<file path="src/rtl/tlu_emulator.sv">
// TLU-side emulator for EUDET TLU handshakes: periodic/soft triggers, busy veto, serial trigger-number shift-out.
// Request to TLU_TRIGGER in 1 cycle, busy/clock reactions after 3; requests arriving while not IDLE are dropped and counted.
`timescale 1ns/1ps
module tlu_emulator #(
    parameter int DATA_BITS    = 15,
    parameter int PULSE_LEN    = 4,
    parameter int RESET_LEN    = 4,
    parameter int BUSY_TIMEOUT = 1024
) (
    input  logic                 CLK,
    input  logic                 RESET_N,
    input  logic                 ENABLE,
    input  logic [1:0]           MODE,
    input  logic [15:0]          TRIGGER_PERIOD,
    input  logic                 SOFT_TRIGGER,
    input  logic                 SOFT_TLU_RESET,
    input  logic                 TLU_BUSY,
    input  logic                 TLU_CLOCK,
    output logic                 TLU_TRIGGER,
    output logic                 TLU_RESET,
    output logic [DATA_BITS-1:0] TRIGGER_NUMBER,
    output logic [15:0]          MISSED_COUNT,
    output logic                 TIMEOUT_FLAG,
    output logic                 EMU_BUSY
);

    localparam int CNT_MAX_A = (PULSE_LEN > RESET_LEN) ? PULSE_LEN : RESET_LEN;
    localparam int CNT_MAX   = (CNT_MAX_A > BUSY_TIMEOUT) ? CNT_MAX_A : BUSY_TIMEOUT;
    localparam int CNT_W     = $clog2(CNT_MAX + 1);
    localparam int IDX_W     = (DATA_BITS > 1) ? $clog2(DATA_BITS) : 1;

    localparam logic [CNT_W-1:0] PULSE_LAST   = CNT_W'(PULSE_LEN - 1);
    localparam logic [CNT_W-1:0] RESET_LAST   = CNT_W'(RESET_LEN - 1);
    localparam logic [CNT_W-1:0] TIMEOUT_LAST = CNT_W'(BUSY_TIMEOUT - 1);
    localparam logic [IDX_W-1:0] IDX_LAST     = IDX_W'(DATA_BITS - 1);

    localparam logic [1:0] MODE_OFF    = 2'b00;
    localparam logic [1:0] MODE_PULSE  = 2'b01;
    localparam logic [1:0] MODE_DATA   = 2'b11;

    typedef enum logic [2:0] {
        S_IDLE,
        S_PULSE,
        S_WAIT_BUSY,
        S_SHIFT,
        S_WAIT_RELEASE,
        S_DONE,
        S_RESET_OUT
    } state_t;

    state_t                 state, state_nxt;

    logic                   busy_meta, busy_sync;
    logic                   tclk_meta, tclk_sync, tclk_prev;
    logic                   tclk_edge;

    logic [15:0]            per_cnt, per_cnt_nxt;
    logic                   per_run, per_req;
    logic                   req, pend_eff, accept;

    logic [CNT_W-1:0]       cnt, cnt_nxt;
    logic [IDX_W-1:0]       bit_idx, bit_idx_nxt;
    logic [DATA_BITS-1:0]   num_lat, num_lat_nxt;
    logic [1:0]             mode_lat, mode_lat_nxt;

    logic                   trig_q, trig_nxt;
    logic                   rst_q, rst_nxt;
    logic [DATA_BITS-1:0]   num_q, num_nxt;
    logic [15:0]            missed_q, missed_nxt;
    logic                   timeout_q, timeout_nxt;
    logic                   pend_q, pend_nxt;

    assign tclk_edge = tclk_sync & ~tclk_prev;

    // Period generator and request arbitration
    always_comb begin
        per_run     = ENABLE && (MODE != MODE_OFF) && (TRIGGER_PERIOD != 16'd0);
        per_req     = per_run && (per_cnt >= (TRIGGER_PERIOD - 16'd1));
        per_cnt_nxt = (!per_run || per_req) ? 16'd0 : per_cnt + 16'd1;

        req      = per_req | SOFT_TRIGGER;
        pend_eff = pend_q | SOFT_TLU_RESET;
        accept   = req && (state == S_IDLE) && (MODE != MODE_OFF) && !pend_eff &&
                   ((MODE == MODE_PULSE) || !busy_sync);

        missed_nxt = missed_q;
        if (req && (MODE != MODE_OFF) && !accept && (missed_q != 16'hFFFF))
            missed_nxt = missed_q + 16'd1;
    end

    always_comb begin
        state_nxt    = state;
        cnt_nxt      = cnt;
        bit_idx_nxt  = bit_idx;
        num_lat_nxt  = num_lat;
        mode_lat_nxt = mode_lat;
        trig_nxt     = trig_q;
        rst_nxt      = rst_q;
        num_nxt      = num_q;
        timeout_nxt  = 1'b0;
        pend_nxt     = pend_eff;

        case (state)
            S_IDLE: begin
                trig_nxt = 1'b0;
                if (pend_eff) begin
                    state_nxt = S_RESET_OUT;
                    rst_nxt   = 1'b1;
                    cnt_nxt   = '0;
                    num_nxt   = '0;
                end else if (accept) begin
                    mode_lat_nxt = MODE;
                    num_lat_nxt  = num_q;
                    trig_nxt     = 1'b1;
                    cnt_nxt      = '0;
                    bit_idx_nxt  = '0;
                    state_nxt    = (MODE == MODE_PULSE) ? S_PULSE : S_WAIT_BUSY;
                end
            end

            S_PULSE: begin
                if (cnt == PULSE_LAST) begin
                    trig_nxt  = 1'b0;
                    num_nxt   = num_q + DATA_BITS'(1);
                    state_nxt = S_DONE;
                end else begin
                    cnt_nxt = cnt + CNT_W'(1);
                end
            end

            S_WAIT_BUSY: begin
                if (busy_sync) begin
                    trig_nxt  = 1'b0;
                    state_nxt = (mode_lat == MODE_DATA) ? S_SHIFT : S_WAIT_RELEASE;
                end else if (cnt == TIMEOUT_LAST) begin
                    trig_nxt    = 1'b0;
                    timeout_nxt = 1'b1;
                    num_nxt     = num_q + DATA_BITS'(1);
                    state_nxt   = S_DONE;
                end else begin
                    cnt_nxt = cnt + CNT_W'(1);
                end
            end

            // No timeout here: a stalled DUT clock parks the emulator until reset.
            S_SHIFT: begin
                if (tclk_edge) begin
                    trig_nxt = num_lat[bit_idx];
                    if (bit_idx == IDX_LAST)
                        state_nxt = S_WAIT_RELEASE;
                    else
                        bit_idx_nxt = bit_idx + IDX_W'(1);
                end
            end

            S_WAIT_RELEASE: begin
                if (!busy_sync) begin
                    trig_nxt  = 1'b0;
                    num_nxt   = num_q + DATA_BITS'(1);
                    state_nxt = S_DONE;
                end
            end

            S_DONE: begin
                state_nxt = S_IDLE;
            end

            S_RESET_OUT: begin
                if (cnt == RESET_LAST) begin
                    rst_nxt   = 1'b0;
                    pend_nxt  = 1'b0;
                    state_nxt = S_IDLE;
                end else begin
                    cnt_nxt = cnt + CNT_W'(1);
                end
            end

            default: begin
                trig_nxt  = 1'b0;
                rst_nxt   = 1'b0;
                state_nxt = S_IDLE;
            end
        endcase
    end

    always_ff @(posedge CLK) begin
        if (!RESET_N) begin
            state     <= S_IDLE;
            busy_meta <= 1'b0;
            busy_sync <= 1'b0;
            tclk_meta <= 1'b0;
            tclk_sync <= 1'b0;
            tclk_prev <= 1'b0;
            per_cnt   <= 16'd0;
            cnt       <= '0;
            bit_idx   <= '0;
            num_lat   <= '0;
            mode_lat  <= MODE_OFF;
            trig_q    <= 1'b0;
            rst_q     <= 1'b0;
            num_q     <= '0;
            missed_q  <= 16'd0;
            timeout_q <= 1'b0;
            pend_q    <= 1'b0;
        end else begin
            state     <= state_nxt;
            busy_meta <= TLU_BUSY;
            busy_sync <= busy_meta;
            tclk_meta <= TLU_CLOCK;
            tclk_sync <= tclk_meta;
            tclk_prev <= tclk_sync;
            per_cnt   <= per_cnt_nxt;
            cnt       <= cnt_nxt;
            bit_idx   <= bit_idx_nxt;
            num_lat   <= num_lat_nxt;
            mode_lat  <= mode_lat_nxt;
            trig_q    <= trig_nxt;
            rst_q     <= rst_nxt;
            num_q     <= num_nxt;
            missed_q  <= missed_nxt;
            timeout_q <= timeout_nxt;
            pend_q    <= pend_nxt;
        end
    end

    assign TLU_TRIGGER    = trig_q;
    assign TLU_RESET      = rst_q;
    assign TRIGGER_NUMBER = num_q;
    assign MISSED_COUNT   = missed_q;
    assign TIMEOUT_FLAG   = timeout_q;
    assign EMU_BUSY       = (state != S_IDLE);

endmodule

</file>
<file path="config.mk">
export PLATFORM = sky130hd
export DESIGN_NAME = tlu_emulator
export DESIGN_NICKNAME = d
export VERILOG_FILES = /design/src/rtl/tlu_emulator.sv
export SDC_FILE = /design/constraint.sdc
export NUM_CORES = 1
export LEC_CHECK = 0
export BUFFER_PORTS_ARGS = -buffer_cell sky130_fd_sc_hd__buf_2
export CAP_MARGIN = 40
export CORE_MARGIN = 3
export CORE_UTILIZATION = 59
export CTS_CLUSTER_DIAMETER = 50
export CTS_CLUSTER_SIZE = 30
export DETAILED_ROUTE_END_ITERATION = 6
export HOLD_SLACK_MARGIN = 0.03
export PLACE_DENSITY_LB_ADDON = 0.08
export SYNTH_ARGS = -nofsm -noshare
export SYNTH_HDL_FRONTEND = slang
export SYNTH_SLANG_ARGS = --single-unit
</file>
<file path="constraint.sdc">
create_clock -name CLK -period 4.8 [get_ports CLK]
set_clock_uncertainty 0.15 [all_clocks]
set_input_delay 0.24 -clock CLK [delete_from_list [all_inputs] [get_ports CLK]]
set_output_delay 0.24 -clock CLK [all_outputs]
set_load 0.02 [all_outputs]
</file>
==> Yosys cells after proc, flatten, opt, wreduce, memory -nomap -nowiden <==
Index checks and enable logic that the tools add are counted.
{ "op_classes": {"bitwise": 9, "reduce_logical": 35, "order_cmp": 2, "eq_ne": 27, "add_sub_neg": 6, "n_mux": 44} }
{ "op_table": {"columns": ["operator", "count"], "rows": [
  ["$mux 15", 5],
  ["$pmux 15 s4", 1],
  ["$mux 11", 5],
  ["$pmux 11 s3", 1],
  ["$add 16x1->16 const B", 2],
  ["$mux 3", 10],
  ["$ne 2x2->1 const B", 13],
  ["$pmux 3 s6", 1],
  ["$ge 16x16->1", 1],
  ["$mux 4", 4],
  ["$ne 16x16->1 const B", 1],
  ["$reduce_bool 16->1", 1],
  ["$sub 16x1->16 const B", 1],
  ["$add 15x1->15 const B", 1],
  ["$reduce_and 5->1", 3],
  ["$mux 1", 12],
  ["$add 11x1->11 const B", 1],
  ["$eq 11x10->1 const B", 1],
  ["$eq 11x2->1 const B", 1],
  ["$logic_and 1x1->1", 10],
  ["$eq 3x3->1 const B", 3],
  ["$pmux 4 s2", 1],
  ["$reduce_and 7->1", 1],
  ["$eq 3x2->1 const B", 2],
  ["other kinds (25)", 41]
]} }
{ "word_totals": {"word_cells": 140, "register_bits": 91, "output_inout_bits": 35} }

==> Longest topological paths before layout <==
Gate-level depths: netlist (run 1).
{ "logic_depth": {"ltp_word": 12, "depth_mapped": 16, "depth_no_buf": 14} }

==> Least setup slack after synthesis (run 1) <==
Ideal clock, no wire load.
{ "synth_path": {"kind": "input to register", "startpoint": "in TRIGGER_PERIOD[3]", "endpoint": "reg missed_q[15], in the netlist MISSED_COUNT[15]", "n_path_buf": 1, "arrival_ps": 3436, "stages": 14, "setup_ps": 71, "path_slack_ps": 1143, "required_time_ps": 4579, "cell_sequence": "or4_4 > or3_1 > or3_1 > nor3_1 > xnor2_1 > ha_1 > nand2_1 > nor2_1 > nand4_1 > o211ai_1 > a21oi_1 > buf_2 > or3_1 > a21oi_1"} }
{ "synth_between": {"elab_chain_cells": 11} }
{ "synth_lines": {"columns": ["item", "line_no", "text"], "rows": [
  ["from (decl)", "14", "input logic [15:0] TRIGGER_PERIOD,"],
  ["$sub 16x1->16 or $reduce_bool 16->1 (tied branches)", "78, 77", null],
  ["$ge 16x16->1 or $logic_and 1x1->1 (tied branches)", "78, 77", null],
  ["$logic_and 1x1->1 (*)", "78", "per_req = per_run && (per_cnt >= (TRIGGER_PERIOD - 16'd1));"],
  ["$or 1x1->1 (*)", "81", "req = per_req | SOFT_TRIGGER;"],
  ["$logic_and 1x1->1 (4 in series)", "83", "accept = req && (state == S_IDLE) && (MODE != MODE_OFF) && !pend_eff &&"],
  ["$logic_not 1->1", "87", "if (req && (MODE != MODE_OFF) && !accept && (missed_q != 16'hFFFF))"],
  ["$logic_and 1x1->1 (*) (2 in series)", "87", null],
  ["to (signal assigned)", "220", "missed_q <= missed_nxt;"],
  ["to (decl)", "69", "logic [15:0] missed_q, missed_nxt;"]
]} }
Every way passes the cells marked *; elsewhere a longest branch is shown, timed or not.
A chain may end at the register's enable or synchronous reset.

==> Final worst setup path (run 1) <==
{ "layout_path": {"startpoint": "in TRIGGER_PERIOD[3]", "endpoint": "reg trig_q, in the netlist TLU_TRIGGER"} }
{ "layout_between": {"elab_chain_cells": 11} }
{ "layout_lines": {"columns": ["item", "line_no", "text"], "rows": [
  ["$sub 16x1->16 or $reduce_bool 16->1 (tied branches)", "78, 77", null],
  ["$ge 16x16->1 or $logic_and 1x1->1 (tied branches)", "78, 77", null],
  ["$logic_and 1x1->1 (*)", "78", null],
  ["$or 1x1->1 (*)", "81", null],
  ["$logic_and 1x1->1 (*) (4 in series)", "83", null],
  ["$mux 1 (*)", "111", "end else if (accept) begin"],
  ["$mux 1 (*)", "106", "if (pend_eff) begin"],
  ["$pmux 1 s6 (*)", "103", "case (state)"],
  ["to (signal assigned)", "217", "trig_q <= trig_nxt;"],
  ["to (decl)", "66", "logic trig_q, trig_nxt;"]
]} }
Marks and branches as above.

==> results of run 1 <==
==> layout make-up <==
class | count | area, um2 | area share
clock buffers | 9 | 123.9 | 0.02219
clock inverters | 6 | 53.80 | 0.009637
inverters | 16 | 60.06 | 0.01076
multi-input cells | 470 | 3029 | 0.5426
flip-flops and latches | 91 | 1822 | 0.3263
well taps | 105 | 131.4 | 0.02353
repair buffers | 67 | 362.8 | 0.06499
==> power breakdown <==
group	leakage [nW]	internal, mW	switching, mW
Combinational	1.23	0.189	0.314
Clock	0.0845	0.191	0.288
Sequential	0.736	0.787	0.0688
==> synthesized netlist by cell type (all sizes together) (2+ instances only) <==
cell and instances:
xor2 17, nor3b 4, a41oi 3, xnor2 26, o21a 3, or2 3
and4 2, nand3 31, nor3 17, o31a 2, a21o 2, clkbuf 19
a31oi 11, buf 9, nor4 10, o41ai 2, nor2b 5, o31ai 4
and3 9, or4 5, nand2b 6, dfxtp 91, nand2 73, a32oi 2
mux4 4, o32ai 2, or3 15, inv 16, mux2i 21, nand4 13
ha 23, o211ai 6, a21oi 33, and2 13, nand3b 2, o21ai 19
nor2 65, a211oi 3
==> path summary, 6_finish.rpt <==
check / start / endpoint / slack (ns) / depth (start not counted)
worst max-delay path: TRIGGER_PERIOD[3] / TLU_TRIGGER / 0.94 / 16
worst min register to register: num_lat[11] / num_lat[11] / 0.31 / 2
worst max register to register: per_cnt[2] / TLU_TRIGGER / 2.01 / 10
worst min-delay path: MODE[1] / mode_lat[1] / 0.06 / 3
==> kinds of logic after synthesis <==
group	share of synthesized area
and+or+nand+nor	0.2726
AOI/OAI and AO/OA	0.1336
DFF	0.3608
buffers and inverters	0.03965
xor gates and xnor gates	0.07460
muxes	0.06171
adders and majority gates	0.05700
==> registers in the layout, indices dropped and copies added, names as in the netlist, 2 cells and up <==
register        cells
mode_lat            2
num_lat            15
bit_idx             4
cnt                11
state               3
TRIGGER_NUMBER     15
per_cnt            16
MISSED_COUNT       16
==> metrics by stage <==
stage / util / hold slack, ns / setup WS, ns
2_1_floorplan: - / 0.2173 / 1.143
3_3_place_gp: 0.6509 / 0.2761 / 0.6923
3_5_place_dp: 0.6509 / 0.2991 / 0.5944
4_1_cts: 0.6761 / 0.04032 / 0.9701
5_1_grt: 0.6761 / 0.07771 / 0.6498
6_report: 0.6761 / 0.05505 / 0.9422
==> routing by layer <==
metal,wire length (um),up-vias,global-route usage
li1,-,2268,-
met1,5304,2074,0.3216
met2,5220,105,0.3677
met3,486,21,0.04176
met4,193,0,0.07878
met5,0,-,0
==> worst max-delay path, stage by stage <==
cell,delay [ns]
sky130_fd_sc_hd__buf_2,0.13
sky130_fd_sc_hd__or4_4,0.57
sky130_fd_sc_hd__or3_1,0.42
sky130_fd_sc_hd__or3_1,0.38
sky130_fd_sc_hd__nor3_1,0.21
sky130_fd_sc_hd__xnor2_1,0.15
sky130_fd_sc_hd__ha_1,0.26
sky130_fd_sc_hd__nand2_1,0.10
sky130_fd_sc_hd__nor2_1,0.05
sky130_fd_sc_hd__a211oi_1,0.25
sky130_fd_sc_hd__o211ai_1,0.24
sky130_fd_sc_hd__a21oi_1,0.19
sky130_fd_sc_hd__buf_4,0.18
sky130_fd_sc_hd__nor2_2,0.04
sky130_fd_sc_hd__buf_4,0.23
sky130_fd_sc_hd__o31a_1,0.32
==> timing repair <==
item | 4_1_cts | 5_1_grt
setup endpoints to repair | 0 | 0
hold endpoints to repair | 3 | 0
hold buffers | 3 | 0
==> flow_metrics.tcl, run 1 <==
set metrics [dict create \
    outcome "finished, final reports clean" \
    drt-wirelength-per-cell_um 14.67 \
    final_layout_size_suffix_gt1_frac 0.1487 \
    postSynthNetCount 653 \
    final_hold_viols 0 \
    seq_area_frac_synth 0.3608 \
    number_of_nets_in_the_finished_design 703 \
    crit_type "primary input to flip-flop" \
    detailedRoute.firstPassIterationCount 5 \
    fin_total_pwr_mw 1.839 \
    critical_path.startpoint_type "primary input" \
    cts-root-buf "sky130_fd_sc_hd__clkbuf_8" \
    synth.ff_latch_count 91 \
    starting_density 0.6114 \
    die_y_um 98.51 \
    first_pass_grt_wire_length_mm 18.84 \
    mapped_cells 605 \
    htree_levels 3 \
    overall_via_count_from_detail_route 4468 \
    max_freq_ghz 0.2592 \
    synth.cell_area_um2 5049 \
    final-instance-count-excl-fill 764 \
    numCtsBuffers 9 \
    areaGrowthSynthToFinish_pct 10.58 \
    design.die.area_um2 9703 \
    grt_antenna_before_repair 0 \
    cts_tree "done" \
    wl_mm 11.21 \
    first_iter_violations 140 \
    synth-edff-count 0 \
    pin_count_of_the_biggest_net_entering_global_routing 53 \
    min_path_type "primary input to flip-flop" \
    layout_min_cycle_time_ns 3.858 \
    layout.filler_cells 713 \
    total_grt_overflow 0 \
    synth_cell_type_count 62 \
    tightest_slew_ns 0.6193 \
    detailed_placer_s_ending_hpwl_mm 8.195 \
    die_width_um 98.51 \
    critPathCaptureType "flip-flop" \
    via_count_of_the_first_global_routing_pass 4109 \
    finalCritPeriodShare 0.8037 \
    number_of_antenna_repair_diodes 0 \
    asyncSetResetFlopFracSynth 0 \
    grt_setup_unrepaired "no" \
    synth_ff_type "sky130_fd_sc_hd__dfxtp_1" \
    slew_headroom 0.5866 \
    finalSetupTns_ns 0 \
    arr_time_crit_path_ns 3.96 \
    placedInstanceArea_um2 5375 \
    synth_top_area_cell "sky130_fd_sc_hd__dfxtp_1" \
    path_clk_slew_ns 0.09 \
    synthesis.yosys.warnings 0 \
    num_rows 33 \
    fp.coreArea_um2 8258 \
    ant_nets 0 \
    via_per_inst 5.848 \
    synthDominantCellAreaShare 0.3608 \
    clkSinkCount 91 \
    port_buffers 59 \
    post_synth_main_area_contributors "sky130_fd_sc_hd__dfxtp_1, sky130_fd_sc_hd__ha_1, sky130_fd_sc_hd__nand2_1" \
    post-route-cell-area_um2 5583 \
    cts.repair_timing.setup_buffer_count 0 \
    mostFrequentLayoutCells "sky130_fd_sc_hd__dfxtp_1, sky130_fd_sc_hd__nand2_1, sky130_fd_sc_hd__nor2_1, sky130_fd_sc_hd__buf_2, sky130_fd_sc_hd__a21oi_1" \
    final-max-slew-violation-count 0 \
    boundaryPins 60 \
    maxCapViolCount 0 \
    mostFrequentLayoutCell "sky130_fd_sc_hd__dfxtp_1" \
    post-place-cells 746 \
    place.gp.congestion 0.8730 \
    gr-usage-all-layers 0.2323 \
    critPathRequiredTime_ns 4.90 \
    power_per_cell_area_nw_per_um2 329.4 \
    syn_avg_cell_area_um2 8.345 \
    cts.repair.resized 0 \
    critical_path.max_fanout 20 \
    setup_viol 0 \
    peak_ir_drop_on_the_vdd_network_mv 0.1935 \
    leakage_nw 2.052 \
    remaining_drc_errors 0 \
    clockBufferDepth 2 \
    worstSkewPairLatency_ns 0.36 \
]
(Power assumes the default switching activity.)
==> run 2: changes to the inputs <==
Clock period 4.8 ns to 3.8 ns, I/O delays scaled along.
==> flow_metrics.tcl, run 2 (same netlist as run 1, synthesis figures left out) <==
set metrics [dict create \
    finalSetupTns_ns 0 \
    finalCritPeriodShare 0.9248 \
    areaGrowthSynthToFinish_pct 13.23 \
    final_hold_viols 0 \
    gr-usage-met2 0.3947 \
    min_path_type "primary input to flip-flop" \
    cts-root-buf "sky130_fd_sc_hd__clkbuf_8" \
    crit_type "primary input to flip-flop" \
    gr-usage-all-layers 0.2393 \
    grt_antenna_before_repair 0 \
    detailedRoute.firstPassIterationCount 6 \
    fp.coreArea_um2 8258 \
    place.gp.congestion 0.8594 \
    final_core_utilization 0.6923 \
    critical_path.max_fanout 3 \
    design.die.area_um2 9703 \
    overall_via_count_from_detail_route 4587 \
    cts_tree "done" \
    mostFrequentLayoutCells "sky130_fd_sc_hd__dfxtp_1, sky130_fd_sc_hd__nand2_1, sky130_fd_sc_hd__nor2_1, sky130_fd_sc_hd__buf_2, sky130_fd_sc_hd__a21oi_1" \
    die_width_um 98.51 \
    layout_min_cycle_time_ns 3.514 \
    worstSkewPairLatency_ns 0.36 \
    leakage_nw 2.129 \
    detailed_placer_s_ending_hpwl_mm 8.555 \
    layout.filler_cells 685 \
    grt_setup_unrepaired "no" \
    via_per_inst 5.888 \
    via_count_of_the_first_global_routing_pass 4277 \
    maxCapViolCount 0 \
    number_of_antenna_repair_diodes 0 \
    first_iter_violations 180 \
    starting_density 0.6114 \
    total_grt_overflow 0 \
    port_buffers 59 \
    critical_path.startpoint_type "primary input" \
    critPathCaptureType "flip-flop" \
    critPathRequiredTime_ns 3.94 \
    pin_count_of_the_biggest_net_entering_global_routing 42 \
    boundaryPins 60 \
    peak_ir_drop_on_the_vdd_network_mv 0.2156 \
    clockBufferDepth 2 \
    setup_viol 0 \
    first_pass_grt_wire_length_mm 19.65 \
    numCtsBuffers 9 \
    die_y_um 98.51 \
    global_route.usage.met1 0.3310 \
    ant_nets 0 \
    final_layout_size_suffix_gt1_frac 0.1632 \
    cts.repair.resized 0 \
    remaining_drc_errors 0 \
    mostFrequentLayoutCell "sky130_fd_sc_hd__dfxtp_1" \
    wl_mm 11.59 \
    num_rows 33 \
    number_of_nets_in_the_finished_design 717 \
    global_route.peak_usage_layer "met2" \
    htree_levels 3 \
    tightest_slew_ns 0.6073 \
    arr_time_crit_path_ns 3.66 \
    slew_headroom 0.5946 \
    final-max-slew-violation-count 0 \
    drt-wirelength-per-cell_um 14.87 \
    path_clk_slew_ns 0.10 \
    fin_total_pwr_mw 2.426 \
    clkSinkCount 91 \
    met3_usage 0.04246 \
    outcome "finished, final reports clean" \
    seqCellArea_um2 1822 \
    hold_slack_ns 0.05497 \
    max_freq_ghz 0.2846 \
    power_per_cell_area_nw_per_um2 424.4 \
    multi_input_gate_area_um2 3029 \
]
==> run 2: cell type report <==
type | instances | share of cell area
multi-input combinational | 470 | 0.5299
sequential | 91 | 0.3187
timing repair buffer | 81 | 0.08273
tap | 105 | 0.02298
clock buffer | 10 | 0.02232
clock inverter | 6 | 0.01291
inverter | 16 | 0.01051
==> run 2: critical path, stage by stage <==
cell	delay, ns
sky130_fd_sc_hd__buf_2	0.11
sky130_fd_sc_hd__or4_4	0.53
sky130_fd_sc_hd__or3_1	0.37
sky130_fd_sc_hd__or3_1	0.33
sky130_fd_sc_hd__nor3_1	0.20
sky130_fd_sc_hd__xnor2_1	0.09
sky130_fd_sc_hd__ha_1	0.29
sky130_fd_sc_hd__nand2_1	0.07
sky130_fd_sc_hd__nor2_1	0.14
sky130_fd_sc_hd__nand4_1	0.13
sky130_fd_sc_hd__buf_4	0.15
sky130_fd_sc_hd__o2111ai_1	0.35
sky130_fd_sc_hd__nand3_1	0.18
sky130_fd_sc_hd__or3b_1	0.37
sky130_fd_sc_hd__a21oi_1	0.14
==> run 2: final timing paths <==
kind / end / cells past startpoint / startpoint / slack (ns)
max: cnt[1] / 15 / TRIGGER_PERIOD[3] / 0.29
min: MISSED_COUNT[9] / 3 / RESET_N / 0.05
max reg2reg: MISSED_COUNT[7] / 7 / state[0] / 1.08
min reg2reg: busy_sync / 1 / busy_meta / 0.30
==> run 2: repair_timing <==
item | 4_1_cts | 5_1_grt
hold buffers | 5 | 0
endpoints found under the hold margin | 5 | 0
endpoints found under the setup margin | 0 | 13
buffers inserted | 0 | 1
==> run 2: per-stage QoR <==
stage / cells / cell area [um2] / setup WS, ns
after floorplan: 605 / 5049 / 0.1933
after global routing: 779 / 5717 / 0.008308
after global placement: 757 / 5458 / -0.03880
after detailed placement: 757 / 5458 / -0.1446
after CTS: 778 / 5709 / 0.2336
final: 779 / 5717 / 0.2857
==> run 2: where the power goes <==
part	leakage [nW]	internal [mW]	total [mW]	switching, mW
logic	1.30	0.255	0.663	0.408
clock network	0.0950	0.313	0.683	0.370
registers	0.736	0.994	1.08	0.0855
==> run 2: metal layers <==
| layer | wire length (um) | up-vias | share of wire |
|---|---|---|---|
| li1 | - | 2278 | - |
| met1 | 5453 | 2188 | 0.47 |
| met2 | 5558 | 111 | 0.48 |
| met3 | 493 | 10 | 0.043 |
| met4 | 80 | 0 | 0.0069 |
| met5 | 0 | - | 0 |
==> run 3: changes to the inputs <==
Settings changed: ABC_AREA set to 1.
==> flow_metrics.tcl, run 3 <==
set metrics [dict create \
    areaGrowthSynthToFinish_pct 11.51 \
    htree_levels 3 \
    min_path_type "primary input to flip-flop" \
    synthDominantCellAreaShare 0.3377 \
    maxCapViolCount 0 \
    final_layout_size_suffix_gt1_frac 0.1306 \
    reg2reg_depth 12 \
    power_report.internal_total_mw 1.729 \
    sw_frac_of_total 0.3928 \
    leakage_nw 2.537 \
    max_freq_ghz 0.3068 \
    drt-wirelength-per-cell_um 13.05 \
    place.gp.congestion 0.8821 \
    clockPowerShare 0.250 \
    overall_via_count_from_detail_route 5142 \
    tightest_slew_ns 0.9061 \
    mostFrequentLayoutCells "sky130_fd_sc_hd__nand2_1, sky130_fd_sc_hd__nor2_1, sky130_fd_sc_hd__dfxtp_1, sky130_fd_sc_hd__inv_1, sky130_fd_sc_hd__a21oi_1" \
    layout_min_cycle_time_ns 3.259 \
    synth.ff_latch_count 91 \
    crit_type "primary input to flip-flop" \
    wl_mm 12.40 \
    hp-start "SOFT_TLU_RESET" \
    fp.coreArea_um2 8806 \
    path_clk_slew_ns 0.09 \
    cts-root-buf "sky130_fd_sc_hd__clkbuf_8" \
    slew_headroom 0.3948 \
    seq_area_frac_synth 0.3377 \
    mapped_cells 780 \
    synthesis.yosys.warnings 0 \
    remaining_drc_errors 0 \
    cts.repair_timing.setup_buffer_count 0 \
    cts_tree "done" \
    die_width_um 101.6 \
    worstHoldEndpoint "pend_q" \
    hold_slack_ns 0.09630 \
    gr-usage-all-layers 0.2487 \
    drt-met1-wl_mm 5.708 \
    final-max-slew-violation-count 0 \
    share_seq_of_total_power 0.396 \
    post_synth_main_area_contributors "sky130_fd_sc_hd__dfxtp_1, sky130_fd_sc_hd__nand2_1, sky130_fd_sc_hd__a21oi_1" \
    critical_path.startpoint_type "primary input" \
    total_grt_overflow 0 \
    setup_viol 0 \
    power_per_cell_area_nw_per_um2 473.4 \
    synth.cell_area_um2 5394 \
    via_per_inst 5.413 \
    design.die.area_um2 10330 \
    synth_top_area_cell "sky130_fd_sc_hd__dfxtp_1" \
    comb_power_share 0.354 \
    arr_time_crit_path_ns 3.38 \
    number_of_nets_in_the_finished_design 886 \
    post_synth_most_frequent_cells "sky130_fd_sc_hd__nand2_1, sky130_fd_sc_hd__nor2_1, sky130_fd_sc_hd__dfxtp_1, sky130_fd_sc_hd__inv_1, sky130_fd_sc_hd__a21oi_1" \
    number_of_antenna_repair_diodes 0 \
    reg_to_reg_critical_path_endpoint "cnt[10]" \
    fin_total_pwr_mw 2.847 \
    routed-wl-met3_um 611 \
    top_layer_used "met4" \
    post-route-cell-area_um2 6015 \
    critical_path.max_fanout 17 \
    num_rows 34 \
    port_buffers 59 \
    min_path_cells 4 \
    syn_avg_cell_area_um2 6.915 \
    met2RoutedLength_mm 6.018 \
    ant_nets 0 \
    mostFrequentLayoutCell "sky130_fd_sc_hd__nand2_1" \
    critPathCaptureType "flip-flop" \
    synth_cell_type_count 46 \
    detailedRoute.firstPassIterationCount 6 \
    clockBufferDepth 2 \
    finalCritPeriodShare 0.8577 \
    crit-reg2reg-launch "cnt[0]" \
    peak_ir_drop_on_the_vdd_network_mv 0.3555 \
    starting_density 0.6125 \
    postSynthNetCount 828 \
    layout_setup_ws_ns 0.5407 \
    asyncSetResetFlopFracSynth 0 \
    synth-edff-count 0 \
    detailed_placer_s_ending_hpwl_mm 9.329 \
    die_y_um 101.6 \
    placedInstanceArea_um2 5758 \
    first_iter_violations 257 \
    synth_most_common_cell "sky130_fd_sc_hd__nand2_1" \
    rrSetupSlack_ns 1.18 \
    cts.repair.resized 0 \
    boundaryPins 60 \
    grt_setup_unrepaired "no" \
    outcome "finished, final reports clean" \
    final_hold_viols 0 \
    preCtsSetupSlack_ns 0.1879 \
    finalSetupTns_ns 0 \
    via_count_of_the_first_global_routing_pass 4797 \
    critPathRequiredTime_ns 3.92 \
    synth_ff_type "sky130_fd_sc_hd__dfxtp_1" \
    numCtsBuffers 9 \
    pin_count_of_the_biggest_net_entering_global_routing 33 \
    grt_antenna_before_repair 0 \
    switching_power_mw 1.118 \
    first_pass_grt_wire_length_mm 21.15 \
    worstSkewPairLatency_ns 0.36 \
    clkSinkCount 91 \
]
-- run 3: cell count changes after synthesis, sizes merged, moves of 12 or more --
cell,previous run,this run
or3,15,0
xnor2,26,11
mux2i,21,0
nand4,13,25
nand2,73,156
inv,16,96
xor2,17,32
and2,13,1
o21ai,19,35
nor2,65,97
nand3,31,55
a21oi,33,80
-- run 3: power by group through the flow --
| stage | clock (mW) | combinational, mW | sequential [mW] |
|---|---|---|---|
| 3_5_place_dp | 0 | 0.986 | 1.15 |
| 4_1_cts | 0.727 | 0.997 | 1.12 |
| 3_3_place_gp | 0 | 0.961 | 1.14 |
| 5_1_grt | 0.764 | 1.13 | 1.14 |
| 2_1_floorplan | 0 | 0.783 | 1.13 |
| 6_report | 0.710 | 1.01 | 1.13 |
-- run 3: worst max path at each step --
stage | from | end
6_report | TRIGGER_PERIOD[2] | MISSED_COUNT[8]
5_1_grt | TRIGGER_PERIOD[2] | MISSED_COUNT[8]
3_5_place_dp | TRIGGER_PERIOD[2] | MISSED_COUNT[8]
3_3_place_gp | TRIGGER_PERIOD[2] | MISSED_COUNT[10]
2_1_floorplan | TRIGGER_PERIOD[1] | cnt[3]
4_1_cts | TRIGGER_PERIOD[2] | MISSED_COUNT[8]
-- run 3: what timing repair did --
action / 4_1_cts / 5_1_grt
hold buffers: 4 / 0
setup endpoints to repair: 0 / 0
hold endpoints to repair: 4 / 0
-- run 3: cells by family after synthesis --
logic type,synth area share
buffers and inverters,0.08675
XOR/XNOR,0.06982
AO/OA/AOI/OAI,0.1306
AND/OR/NAND/NOR,0.3217
adder cells (fa/ha/maj),0.05335
flip-flops,0.3377
-- run 3: metal layers --
metal  global-route usage  up-vias
met5                    0        -
li1                     -     2675
met2               0.4155      126
met4              0.04806        0
met1               0.3346     2331
met3              0.05234       10
-- run 3: area by class of cell --
class / instances / area [um2]
clock buffers: 11 / 141.4
clock inverters: 4 / 75.07
fillers: 775 / 2791
inverters: 99 / 371.6
multi-input cells: 570 / 3104
flip-flops and latches: 91 / 1822
well taps: 108 / 135.1
repair buffers: 67 / 365.4
-- run 3: through the flow --
stage               utilization  instances
floorplan                     -        780
global placement         0.6539        931
detailed placement       0.6539        931
CTS                      0.6830        950
global route             0.6830        950
finish                   0.6830        950
-- run 3: critical path, stage by stage --
cell	delay (ns)
sky130_fd_sc_hd__buf_2	0.12
sky130_fd_sc_hd__nor2_1	0.08
sky130_fd_sc_hd__nand2_1	0.09
sky130_fd_sc_hd__nor3_2	0.16
sky130_fd_sc_hd__nand2_1	0.12
sky130_fd_sc_hd__nor3_2	0.24
sky130_fd_sc_hd__nand3_1	0.16
sky130_fd_sc_hd__nor3_1	0.22
sky130_fd_sc_hd__xor2_1	0.17
sky130_fd_sc_hd__inv_1	0.06
sky130_fd_sc_hd__ha_1	0.29
sky130_fd_sc_hd__nand2_1	0.08
sky130_fd_sc_hd__nor3_1	0.19
sky130_fd_sc_hd__nand2_1	0.09
sky130_fd_sc_hd__nand2_1	0.06
sky130_fd_sc_hd__nand2_1	0.06
sky130_fd_sc_hd__nand2_2	0.15
sky130_fd_sc_hd__nand4_2	0.39
sky130_fd_sc_hd__nor2_1	0.27
sky130_fd_sc_hd__nand2_1	0.07
sky130_fd_sc_hd__nand2_1	0.06
sky130_fd_sc_hd__nor2_1	0.04
